### src/rtl/pipe_latch_pkg.sv
// Shared types for the elastic pipeline register: occupancy/state encoding
// and the stage payload structs that callers cast to and from WIDTH bits.
package pipe_latch_pkg;

    typedef logic [1:0] pipe_occ_t;

    // State values double as the occupancy count.
    typedef enum pipe_occ_t {
        ST_EMPTY = 2'd0,
        ST_ONE   = 2'd1,
        ST_FULL  = 2'd2
    } latch_state_e;

    typedef struct packed {
        logic [31:0] pc;
        logic [31:0] instr;
    } ifid_t;

    typedef struct packed {
        logic [31:0] pc;
        logic [4:0]  rs1;
        logic [4:0]  rs2;
        logic [4:0]  rd;
        logic [31:0] imm;
        logic [3:0]  alu_op;
    } idex_t;

    typedef struct packed {
        logic        reg_write;
        logic        mem_read;
        logic        mem_write;
        logic [4:0]  rd;
        logic [31:0] alu_result;
        logic [31:0] store_data;
    } exmem_t;

    typedef struct packed {
        logic        reg_write;
        logic        mem_to_reg;
        logic [4:0]  rd;
        logic [31:0] alu_result;
        logic [31:0] mem_data;
    } memwb_t;

endpackage

### src/rtl/pipe_latch_if.sv
// Valid/ready handshake bundle around one pipeline register: upstream
// input side, downstream output side and the occupancy count.
interface pipe_latch_if #(
    parameter int WIDTH = 64
);
    import pipe_latch_pkg::*;

    logic             in_valid;
    logic             in_ready;
    logic [WIDTH-1:0] in_data;
    logic             out_valid;
    logic             out_ready;
    logic [WIDTH-1:0] out_data;
    pipe_occ_t        count;

    modport master (
        output in_valid, in_data, out_ready,
        input  in_ready, out_valid, out_data, count
    );

    modport slave (
        input  in_valid, in_data, out_ready,
        output in_ready, out_valid, out_data, count
    );

endinterface

### src/rtl/pipe_latch.sv
// Elastic pipeline register with flush and optional skid entry; the main
// entry always drives the outputs and holds BUBBLE whenever it is empty.
//
// state    | meaning
// ---------|-----------------------------------------------------------
// ST_EMPTY | nothing held, out_valid=0, main entry holds BUBBLE
// ST_ONE   | main entry valid, skid entry empty
// ST_FULL  | main and skid both valid, in_ready=0 (SKID=1 only)
module pipe_latch
    import pipe_latch_pkg::*;
#(
    parameter int               WIDTH  = 64,
    parameter int               SKID   = 1,
    parameter logic [WIDTH-1:0] BUBBLE = '0
) (
    input  logic      CLK,
    input  logic      nRST,
    input  logic      flush,
    pipe_latch_if.slave bus
);

    latch_state_e     state_q, state_d;
    logic [WIDTH-1:0] main_q, main_d;
    logic [WIDTH-1:0] skid_data;
    logic             xfer_in;
    logic             xfer_out;

    assign bus.out_valid = (state_q != ST_EMPTY);
    assign bus.out_data  = main_q;
    assign bus.count     = state_q;

    assign xfer_in  = bus.in_valid && bus.in_ready;
    assign xfer_out = bus.out_valid && bus.out_ready;

    generate
        if (SKID != 0) begin : g_skid
            logic [WIDTH-1:0] skid_data_q;
            logic             skid_load;

            // Only a lone accept into a held, stalled main entry overflows.
            assign skid_load = (state_q == ST_ONE) && xfer_in && !xfer_out;

            always_ff @(posedge CLK) begin
                if (!nRST) begin
                    skid_data_q <= BUBBLE;
                end else if (skid_load) begin
                    skid_data_q <= bus.in_data;
                end
            end

            assign skid_data    = skid_data_q;
            assign bus.in_ready = nRST && (state_q != ST_FULL);
        end else begin : g_flat
            assign skid_data    = BUBBLE;
            assign bus.in_ready = nRST && (!bus.out_valid || bus.out_ready);
        end
    endgenerate

    always_comb begin
        state_d = state_q;
        main_d  = main_q;
        case (state_q)
            ST_EMPTY: begin
                if (xfer_in) begin
                    main_d  = bus.in_data;
                    state_d = ST_ONE;
                end
            end
            ST_ONE: begin
                if (xfer_in && xfer_out) begin
                    main_d = bus.in_data;
                end else if (xfer_out) begin
                    main_d  = BUBBLE;
                    state_d = ST_EMPTY;
                end else if (xfer_in && (SKID != 0)) begin
                    state_d = ST_FULL;
                end
            end
            ST_FULL: begin
                if (xfer_out) begin
                    main_d  = skid_data;
                    state_d = ST_ONE;
                end
            end
            default: begin
                main_d  = BUBBLE;
                state_d = ST_EMPTY;
            end
        endcase
        // Flush wins over any simultaneous transfer in or out.
        if (flush) begin
            main_d  = BUBBLE;
            state_d = ST_EMPTY;
        end
    end

    always_ff @(posedge CLK) begin
        if (!nRST) begin
            state_q <= ST_EMPTY;
            main_q  <= BUBBLE;
        end else begin
            state_q <= state_d;
            main_q  <= main_d;
        end
    end

endmodule

### src/flat_wrapper.sv
// flat-port wrapper written by rule: the top's interface ports become plain ports
module pipe_latch_flat import pipe_latch_pkg::*;
#(
    parameter int               WIDTH  = 64,
    parameter int               SKID   = 1,
    parameter logic [WIDTH-1:0] BUBBLE = '0
)
  (CLK, nRST, flush, bus_in_valid, bus_in_data, bus_out_ready, bus_in_ready, bus_out_valid, bus_out_data, bus_count);
  pipe_latch_if #(.WIDTH(WIDTH)) bus_i ();
  input  logic CLK;
  input  logic nRST;
  input  logic flush;
  input wire logic [$bits(bus_i.in_valid)-1:0] bus_in_valid;
  input wire logic [$bits(bus_i.in_data)-1:0] bus_in_data;
  input wire logic [$bits(bus_i.out_ready)-1:0] bus_out_ready;
  output wire logic [$bits(bus_i.in_ready)-1:0] bus_in_ready;
  output wire logic [$bits(bus_i.out_valid)-1:0] bus_out_valid;
  output wire logic [$bits(bus_i.out_data)-1:0] bus_out_data;
  output wire logic [$bits(bus_i.count)-1:0] bus_count;
  assign bus_i.in_valid = bus_in_valid;
  assign bus_i.in_data = bus_in_data;
  assign bus_i.out_ready = bus_out_ready;
  assign bus_in_ready = bus_i.in_ready;
  assign bus_out_valid = bus_i.out_valid;
  assign bus_out_data = bus_i.out_data;
  assign bus_count = bus_i.count;
  pipe_latch #(.WIDTH(WIDTH), .SKID(SKID), .BUBBLE(BUBBLE)) u_core (.CLK(CLK), .nRST(nRST), .flush(flush), .bus(bus_i));
endmodule
### config.mk
export PLATFORM = sky130hd
export DESIGN_NAME = pipe_latch_flat
export DESIGN_NICKNAME = d
export VERILOG_FILES = /design/src/rtl/pipe_latch_pkg.sv /design/src/rtl/pipe_latch_if.sv /design/src/rtl/pipe_latch.sv /design/src/flat_wrapper.sv
export SDC_FILE = /design/constraint.sdc
export NUM_CORES = 1
export LEC_CHECK = 0
export BUFFER_PORTS_ARGS = -buffer_cell sky130_fd_sc_hd__buf_2
export CORE_MARGIN = 3
export CORE_UTILIZATION = 45
export DETAILED_ROUTE_END_ITERATION = 10
export PLACE_DENSITY = 0.73
export SLEW_MARGIN = 20
export SYNTH_ARGS = -nofsm -noshare
export SYNTH_HDL_FRONTEND = slang
export SYNTH_SLANG_ARGS = --single-unit
### constraint.sdc
create_clock -name CLK -period 2.85 [get_ports CLK]
set_input_delay 0.1425 -clock CLK [delete_from_list [all_inputs] [get_ports CLK]]
set_output_delay 0.1425 -clock CLK [all_outputs]
set_load 0.05 [all_outputs]
==> key figures, run 1 <==
Timing
  • RSZ-0062 raised after global routing: no
  • Ratio of final minimum period to clock period: 0.788
  • Slew Viols, Final: 0
  • Achievable Freq: 445 MHz
  • Minimum clock period: 2.25 ns
  • Rel. slew slack: 0.480
  • Final Skew: 0.00693 ns
  • Final Hold Fails: 0
  • TNS Setup: 0 ns
  • Setup violators final: 0
  • Measured slew at the worst slew-check pin: 0.780 ns

CTS
  • Clock latency on the worst-skew pair: 0.42 ns
  • Clock transition at the registers of the reported paths: 0.06 ns
  • Clk buf depth: 2
  • Setup Fix Bufs, Post-CTS: 0
  • Sink Count: 130
  • Htree depth: 4
  • CTS tree: yes
  • CTS root buf: clkbuf_16
  • Cts bufs inserted: 17
  • Post_cts resized: 0
  • Cts hold-fix bufs: 49

Place
  • Port buffer count: 136
  • Final GP Congestion: 0.815
  • Detail Placement HPWL: 10,200 um
  • DP Area: 0.00671 sq mm

Synth
  • Syn nets: 730
  • Yosys warns: 0
  • Post-synthesis sequential area ratio: 0.439
  • Register bit total from synthesis: 130
  • Synthesized instance count: 661
  • Yosys cell types: 26
  • Top cell type's share of synthesized area: 0.439
  • Post-synth top area cell: dfxtp_1
  • Post-Syn Area: 0.00593 sq mm
  • Syn_area_per_cell: 8.98 sq um
  • Area contributors post-synth: dfxtp_1 44%, mux2i_1 11%, o2bb2ai_1 9.4%

Drt
  • Post-Route WL: 16,300 um
  • DR iter-0 viols: 305
  • Remaining antenna violation count: 0
  • DRC: 0
  • Via count: 5,557
  • Post-DR vias/cell: 5.53
  • 1st-pass router iterations: 5
  • DR WL/cell: 16.2 um

Floorplanning
  • Core footprint: 0.0128 sq mm
  • Die Ht: 121 um
  • Die ar.: 0.0146 sq mm
  • Top Ports: 137
  • Row count: 41
  • Initial Utilization: 0.464
  • Die X: 121 um

Global routing
  • Vias in the first global route: 5,465
  • Initial antenna violation count: 1
  • All-Layer GR Usage: 0.226
  • GRT overflow: 0
  • Largest net degree at the start of global routing: 51
  • First-pass GRT wire length: 26,400 um

Min path
  • Worst hold path type: in2reg
  • Hold depth: 3

Cells and area
  • Post-route cell area: 0.00779 sq mm
  • Fillcell total: 1,070
  • Layout area overhead: 31.3%
  • Nets: 889
  • Antenna Cells: 0
  • Fraction of layout cells with a size suffix above 1: 0.232

Pwr
  • Cell Pwr Density: 591 mW/mm^2
  • Clock Power Share: 0.469
  • Internal power: 3.44 mW
  • Switch Pwr: 1.16 mW
  • Sw Ratio: 0.253
  • Pleak: 2.93 nW
  • Sequential Power Share: 0.408
  • Peak supply drop: 0.365 mV
  • Combinational power share: 0.123

Setup path
  • Kind of critical path: reg2out
  • Setup crit end kind: primary output
  • Worst reg2reg path depth: 5
  • CP max-delay cell: dfxtp_2
  • CP startpoint kind: flop
  • Critical path's largest stage delay: 0.65 ns
  • Required time worst endpoint: 2.71 ns
  • Top fanout value on the critical path: 47
  • Critical path cell sequence: buf_4 -> or2_2 -> buf_2
  • Arrival time of the worst setup path: 2.10 ns

Run status
  • Outcome: finished clean

Job
  • Max Cap Viol: 0
-- path summary, 6_finish.rpt --
| kind | to | start | slack, ns |
|---|---|---|---|
| min reg2reg | u_core.g_skid.skid_data_q[24] | u_core.g_skid.skid_data_q[24] | 0.45 |
| max | bus_out_valid | u_core.bus.count[0] | 0.60 |
| min | u_core.g_skid.skid_data_q[55] | bus_in_data[55] | 0.01 |
| max reg2reg | u_core.bus.out_data[9] | u_core.bus.count[0] | 0.62 |
-- critical path: cells and delay by family (launching register included) --
| family | cells | cell delay [ns] |
|---|---|---|
| flops | 1 | 0.65 |
| simple gates | 1 | 0.21 |
| buf+inv | 2 | 0.80 |
-- flip-flops by register name, indices dropped and copies added, names as in the netlist --
name	count
u_core.bus.count	2
u_core.bus.out_data	64
u_core.g_skid.skid_data_q	64
-- layout make-up --
class / count / area (sq um) / area share
tap: 172 / 215 / 0.0276
clock inverter: 11 / 108 / 0.0138
clock buffer: 21 / 482 / 0.0618
sequential: 130 / 2610 / 0.335
timing repair buffer: 202 / 1310 / 0.168
multi-input combinational: 468 / 3060 / 0.393
inverter: 1 / 3.75 / 0.000482
-- stage by stage --
step / util / setup WS, ns / total power [mW] / instances / hold WS, ns
finish: 0.610 / 0.604 / 4.60 / 1005 / 0.0125
global route: 0.610 / 0.456 / 4.76 / 1005 / 0.0116
CTS: 0.610 / 0.627 / 4.62 / 1005 / 0.000116
detailed placement: 0.525 / 0.640 / 2.42 / 924 / 0.419
global placement: 0.525 / 0.745 / 2.41 / 924 / 0.410
floorplan: - / 0.0776 / 2.26 / 661 / 0.277
-- power by group through the flow --
stage | clock [mW] | sequential (mW) | combinational, mW
2_1_floorplan | 0 | 2.00 | 0.255
3_3_place_gp | 0 | 1.91 | 0.496
3_5_place_dp | 0 | 1.92 | 0.507
4_1_cts | 2.18 | 1.88 | 0.562
5_1_grt | 2.27 | 1.88 | 0.611
6_report | 2.16 | 1.88 | 0.565
-- cell usage after synthesis (all sizes together) --
master and n:
mux2i 65, and4b 1, a21boi 65, o22a 1, and3b 1, a22oi 64
clkbuf 33, o21ai 1, nor3 1, or3b 1, nand2 130, a21o 1
inv 1, nand2b 3, buf 29, a2bb2oi 1, dfxtp 130, o21a 1
or2 1, a21oi 1, o2bb2ai 64, nor2 65, or3 1
-- per-layer routing --
layer	part of all wire	GRT usage	wire [um]
met2	0.49	0.380	7950
met4	0.021	0.105	337
met5	0.00043	0	7
met3	0.049	0.0500	794
met1	0.44	0.274	7210
-- cell families (layout without fill, tap and decap cells) --
group	after synthesis	count (layout)	share of synthesized area
and+or+nand+nor	204	204	0.136
buffers and inverters	63	235	0.0491
DFF	130	130	0.439
muxes	65	65	0.110
AOI/OAI and AO/OA	199	199	0.267
-- layout by cell type, fill, tap and decap left out --
cell type and count:
dfxtp_2 1, a22oi_1 64, or3b_1 1, dlygate4sd3_1 49
nand2b_2 1, buf_4 16, and3b_1 1, o21ai_4 1
clkinv_2 8, buf_12 1, bufinv_16 2, a21boi_0 50
a21oi_1 1, dfxtp_4 1, nor2_1 65, a21boi_1 15
a2bb2oi_4 1, nand2_1 130, nand2b_1 2, inv_1 1
clkbuf_16 18, or3_2 1, clkbuf_8 2, clkbuf_1 1
or2_2 1, mux2i_1 65, and4b_2 1, o22a_1 1
dfxtp_1 128, o21a_1 1, nor3_4 1, a21o_1 1
clkinvlp_4 1, buf_2 136, o2bb2ai_1 64
No activity file was read; power rests on OpenSTA's default activity.
==> run 2, diff against run 1 <==
PLACE_DENSITY = 0.75   (was 0.73)
clock period = 1.89 ns   (was 2.85 ns; I/O delays follow)
==> key figures, run 2 (synthesis results as in run 1) <==
Min path
  • Worst hold endpoint: u_core.g_skid.skid_data_q[44]
  • Worst hold start: bus_in_data[44]
  • Hold depth: 3 (unchanged)
  • Worst hold path type: in2reg

Setup path
  • R2r setup slk: 0.15 ns (-0.47 ns)
  • Worst reg2reg path depth: 5 (unchanged)
  • CP max-delay cell: dfxtp_2
  • Arrival time of the worst setup path: 1.69 ns (-0.41 ns)
  • Required time worst endpoint: 1.80 ns (-0.91 ns)
  • RR Startpoint: u_core.bus.count[0]
  • Reg-to-reg endpoint: u_core.bus.out_data[5]
  • Top fanout value on the critical path: 38 (-19%)
  • Kind of critical path: reg2out
  • CP startpoint kind: flop
  • Critical path's largest stage delay: 0.44 ns (-0.21 ns)
  • Critical path cell sequence: buf_8 -> inv_1 -> a21boi_4 -> buf_2
  • Setup crit end kind: primary output

Global routing
  • All-Layer GR Usage: 0.233 (+0.00757)
  • Initial antenna violation count: 0 (-1)
  • Largest net degree at the start of global routing: 63 (+24%)
  • First-pass GRT wire length: 27,500 um (+3.9%)
  • GRT overflow: 0 (unchanged)
  • Vias in the first global route: 5,617 (+2.8%)

Floorplanning
  • Top Ports: 137 (unchanged)
  • Initial Utilization: 0.464 (unchanged)
  • Die Ht: 121 um (unchanged)
  • Row count: 41 (unchanged)
  • Die X: 121 um (unchanged)
  • Core footprint: 0.0128 sq mm (unchanged)
  • Die ar.: 0.0146 sq mm (unchanged)

Pwr
  • Pleak: 3.03 nW (+3.3%)
  • Cell Pwr Density: 877 mW/mm^2 (+48%)
  • Power after layout: 7.07 mW (+54%)
  • Peak supply drop: 0.627 mV (+72%)

CTS
  • Cts bufs inserted: 17 (unchanged)
  • Clock latency on the worst-skew pair: 0.41 ns (about the same)
  • Clock transition at the registers of the reported paths: 0.06 ns (about the same)
  • Clk buf depth: 2 (unchanged)
  • Sink Count: 130 (unchanged)
  • Setup Fix Bufs, Post-CTS: 0 (unchanged)
  • CTS tree: yes
  • Htree depth: 4 (unchanged)
  • CTS root buf: clkbuf_16

Drt
  • Met2 WL: 8300 um (+4.5%)
  • Via count: 5,737 (+3.2%)
  • DR WL/cell: 16.6 um (+2.7%)
  • WL met1: 7320 um (+1.6%)
  • Met3 WL post-DR: 997 um (+26%)
  • Post-DR vias/cell: 5.61 (+1.5%)
  • DR top layer: met4
  • 1st-pass router iterations: 6 (+1)
  • Post-Route WL: 17,000 um (+4.4%)
  • DR iter-0 viols: 440 (+44%)
  • Remaining antenna violation count: 0 (unchanged)
  • DRC: 0 (unchanged)

Place
  • Detail Placement HPWL: 10,400 um (+2.3%)
  • Port buffer count: 136 (unchanged)
  • Final GP Congestion: 0.793 (-2.7%)

Timing
  • Setup violators final: 0 (unchanged)
  • Ratio of final minimum period to clock period: 0.947
  • Rel. slew slack: 0.602 (+0.122)
  • Measured slew at the worst slew-check pin: 0.597 ns (-0.183 ns)
  • RSZ-0062 raised after global routing: no
  • Minimum clock period: 1.79 ns
  • Final Hold Fails: 0 (unchanged)
  • Achievable Freq: 559 MHz
  • TNS Setup: 0 ns (unchanged)
  • Slew Viols, Final: 0 (unchanged)
  • Final Skew: 0.00713 ns (+0.000200 ns)

Cells and area
  • Fillcell total: 1,015 (-5.1%)
  • Antenna Cells: 0 (unchanged)
  • Nets: 906 (+1.9%)
  • Most frequent cells in the layout: 136 x buf_2, 130 x nand2_1, 128 x dfxtp_1, 65 x mux2i_1, 65 x nor2_1
  • Layout area overhead: 35.9%
  • Most common cell after layout, fill and taps aside: buf_2
  • Fraction of layout cells with a size suffix above 1: 0.233 (+0.00125)

Run status
  • Outcome: finished clean

Job
  • Max Cap Viol: 0 (unchanged)
## run 2: cell types whose count changed in the layout (fill, tap and decap cells not counted), sizes merged
cell	delta
inv	+1
buf	+3
clkinvlp	+4
dlygate4sd3	+14
clkinv	-5
## run 2: metrics by stage
stage	cells	hold WS, ns	area (sq um)	setup WS, ns	util
final	1022	0.0275	8060	0.101	0.631
after global routing	1022	0.0179	8060	0.0299	0.631
after CTS	1022	0.00401	8060	0.0585	0.631
after detailed placement	927	0.365	6810	0.235	0.533
after global placement	927	0.357	6810	0.253	0.533
after floorplan	661	0.229	5950	0.0706	-
## run 2: power breakdown
part	internal (mW)	leakage [nW]	switching (mW)
Clock	2.12	0.289	1.21
Sequential	2.79	1.05	0.0336
Combinational	0.365	1.68	0.545
Total	5.28	3.03	1.79
## run 2: worst max-delay path: cells and delay by family (launching register included)
| family | cells | cell delay (ns) |
|---|---|---|
| DFF | 1 | 0.44 |
| buffers and inverters | 3 | 0.68 |
| AOI/OAI and AO/OA | 1 | 0.15 |
## run 2: how the worst max path moves through the flow
stage,from,end,slack (ns),cells after the start
4_1_cts,u_core.bus.count[0],bus_in_ready,0.06,4
5_1_grt,u_core.bus.count[0],bus_in_ready,0.03,4
2_1_floorplan,u_core.bus.count[0],bus_in_ready,0.07,5
3_3_place_gp,u_core.bus.count[1],u_core.bus.out_data[8],0.25,5
3_5_place_dp,u_core.bus.count[1],u_core.bus.out_data[26],0.23,5
6_report,u_core.bus.count[0],bus_in_ready,0.10,4
## run 2: repair_timing
| item | in CTS | in global routing |
|---|---|---|
| setup endpoints to repair | 1 | 1 |
| pin swaps | 0 | 0 |
| hold buffers | 63 | 0 |
| endpoints found under the hold margin | 63 | 0 |
| gates resized for setup | 1 | 1 |
## run 2: layout make-up
class / count / area (sq um) / area share
clock buffers: 21 / 492 / 0.0610
clock inverters: 11 / 125 / 0.0155
inverters: 1 / 3.75 / 0.000466
multi-input cells: 468 / 3070 / 0.381
flip-flops and latches: 130 / 2610 / 0.323
well taps: 172 / 215 / 0.0267
repair buffers: 219 / 1540 / 0.192
## run 2: metal layers
layer,vias up,global-route usage
met5,-,0
met2,234,0.396
met3,40,0.0557
met1,2749,0.287
met4,0,0.0878
li1,2714,-
==> run 3, diff against run 2 <==
ABC_AREA = 1   (was default)
PLACE_DENSITY = 0.76   (was 0.75)
==> key figures, run 3 <==
Synth
  • Syn nets: 856 (+17%)
  • Post-synthesis sequential area ratio: 0.481 (+0.0423)
  • Post-Syn Area: 0.00541 sq mm (-8.8%)
  • Asr flop ratio synth: 0 (unchanged)
  • Yosys warns: 0 (unchanged)
  • Synthesized instance count: 787 (+19%)
  • Area contributors post-synth: dfxtp_1 48%, nand2_1 22%, nor2_1 9.2%
  • Register bit total from synthesis: 130 (unchanged)
  • Yosys cell types: 17 (-35%)
  • EDFF count, synth: 0 (unchanged)
  • Primary FF master, synth: dfxtp_1
  • Most frequent cells after synthesis: 323 x nand2_1, 132 x nor2_1, 130 x dfxtp_1
  • Syn_area_per_cell: 6.88 sq um (-23%)
  • Post-synth top area cell: dfxtp_1
  • Top cell type's share of synthesized area: 0.481 (+0.0423)
  • Most frequent cell after synthesis: nand2_1

Drt
  • Via count: 5,436 (-5.2%)
  • DR WL/cell: 13.0 um (-22%)
  • Remaining antenna violation count: 0 (unchanged)
  • DRC: 0 (unchanged)
  • Post-DR vias/cell: 4.84 (-14%)
  • 1st-pass router iterations: 6 (unchanged)
  • DR iter-0 viols: 416 (-5.5%)
  • Post-Route WL: 14,600 um (-14%)

Timing
  • Slew Viols, Final: 0 (unchanged)
  • Rel. slew slack: 0.629 (+0.0270)
  • Minimum clock period: 1.64 ns (-0.145 ns)
  • Setup violators final: 0 (unchanged)
  • Measured slew at the worst slew-check pin: 0.556 ns (-0.0405 ns)
  • Ratio of final minimum period to clock period: 0.870 (-0.0768)
  • Final Hold Fails: 0 (unchanged)
  • RSZ-0062 raised after global routing: no
  • Final Skew: 0.00706 ns (-0.0000745 ns)
  • Achievable Freq: 608 MHz (+8.8%)
  • TNS Setup: 0 ns (unchanged)
  • Hold Slack: 0.0591 ns (+0.0317 ns)

Place
  • Final GP Congestion: 0.808 (+1.9%)
  • Detail Placement HPWL: 8520 um (-18%)
  • Placed Instances: 1,026 (+11%)
  • DP Area: 0.00607 sq mm (-11%)
  • Port buffer count: 136 (unchanged)

Pwr
  • Power after layout: 6.53 mW (-7.8%)
  • Cell Pwr Density: 900 mW/mm^2 (+2.6%)
  • Peak supply drop: 0.541 mV (-14%)
  • Pleak: 3.51 nW (+16%)

Cells and area
  • Layout area overhead: 33.9%
  • Nets: 1,035 (+14%)
  • Final instance count without filler cells: 1,123 (+9.9%)
  • Fraction of layout cells with a size suffix above 1: 0.189 (-0.0440)
  • Most common cell after layout, fill and taps aside: nand2_1
  • Most frequent cells in the layout: 323 x nand2_1, 136 x buf_2, 131 x nor2_1, 129 x dfxtp_1, 66 x a21oi_1
  • Post-route cell area: 0.00725 sq mm (-10%)

CTS
  • Clock latency on the worst-skew pair: 0.41 ns (about the same)
  • Cts bufs inserted: 17 (unchanged)
  • Clk buf depth: 2 (unchanged)
  • Post_cts resized: 0 (-1)
  • CTS root buf: clkbuf_16
  • Sink Count: 130 (unchanged)
  • Clock transition at the registers of the reported paths: 0.05 ns (about the same)
  • CTS tree: yes
  • Htree depth: 4 (unchanged)

Global routing
  • GRT overflow: 0 (unchanged)
  • Vias in the first global route: 5,278 (-6.0%)
  • First-pass GRT wire length: 24,200 um (-12%)
  • All-Layer GR Usage: 0.227 (-0.00613)
  • Largest net degree at the start of global routing: 66 (+4.8%)
  • Initial antenna violation count: 0 (unchanged)

Setup path
  • CP max-delay cell: dfxtp_1
  • Arrival time of the worst setup path: 1.55 ns (-0.14 ns)
  • R2r setup slk: 0.34 ns (+0.19 ns)
  • Critical Path Most Common Cell: inv_2
  • Critical path's largest stage delay: 0.37 ns (-0.07 ns)
  • CP startpoint kind: flop
  • Kind of critical path: reg2out
  • Top fanout value on the critical path: 65 (+71%)
  • Critical path cell sequence: inv_2 -> nand2_2 -> inv_2 -> buf_12 -> nor2_1 -> buf_2
  • Required time worst endpoint: 1.80 ns (about the same)
  • Setup crit end kind: primary output

Floorplanning
  • Row count: 39 (-4.9%)
  • Top Ports: 137 (unchanged)
  • Die Ht: 116 um (-4.3%)
  • Die X: 116 um (-4.3%)
  • Initial Utilization: 0.468 (+0.00343)
  • Die ar.: 0.0134 sq mm (-8.4%)
  • Core footprint: 0.0116 sq mm (-9.5%)

Job
  • Max Cap Viol: 0 (unchanged)

Min path
  • Worst hold path type: in2reg

Run status
  • Outcome: finished clean
[run 3: cell types whose count changed in the layout (fill, tap and decap cells not counted), moves of 8 or more]
cell / change
nand2_1: +193
nor2_1: +66
a21oi_1: +65
mux2i_1: -65
o21ai_0: +65
a22oi_1: -64
o2bb2ai_1: -64
a21boi_0: -49
a21boi_1: -15
clkbuf_1: +8
[run 3: critical path: cells and delay by family (launching register included)]
family,cells,cell delay [ns]
buffers and inverters,4,0.56
flip-flops,1,0.37
AND/OR/NAND/NOR,2,0.20
[run 3: path summary, 6_finish.rpt]
check,depth (start not counted),start,endpoint
worst max-delay path,6,u_core.bus.count[0],bus_in_ready
worst min-delay path,4,bus_out_ready,u_core.bus.count[1]
worst max register to register,9,u_core.bus.count[0],u_core.bus.out_data[20]
worst min register to register,2,u_core.bus.out_data[12],u_core.bus.out_data[12]
[run 3: cell type report]
class                   instances  area [sq um]
fillers                      1060          4320
well taps                     143           179
clock inverters                 5          52.6
inverters                       8          30.0
clock buffers                  27           483
flip-flops and latches        130          2600
repair buffers                214          1460
diodes                          1          2.50
multi-input cells             595          2430
[run 3: through the flow]
stage | worst slack, ns | util
2_1_floorplan | 0.0106 | -
3_3_place_gp | 0.426 | 0.525
3_5_place_dp | 0.358 | 0.525
4_1_cts | 0.186 | 0.627
5_1_grt | 0.137 | 0.627
6_report | 0.246 | 0.627
[run 3: per-layer routing]
layer | track usage | vias to the layer above | part of all wire
met1 | 0.275 | 2423 | 0.44
met2 | 0.389 | 162 | 0.48
li1 | - | 2823 | -
met4 | 0.0920 | 0 | 0.021
met5 | 0 | - | 0
met3 | 0.0559 | 28 | 0.059
[run 3: power by group]
part           internal (mW)  leakage, nW  switching, mW
Combinational          0.264         2.20          0.442
Sequential              2.79         1.05         0.0274
Clock                   1.87        0.259           1.13
[run 3: cell families after synthesis]
logic type | share of synthesized area
buffers and inverters | 0.0708
AOI/OAI and AO/OA | 0.121
DFF | 0.481
and+or+nand+nor | 0.327
[run 3: timing repair]
| action | 4_1_cts | 5_1_grt |
|---|---|---|
| hold endpoints to repair | 64 | 0 |
| hold buffers | 64 | 0 |
| buffers inserted | 0 | 0 |
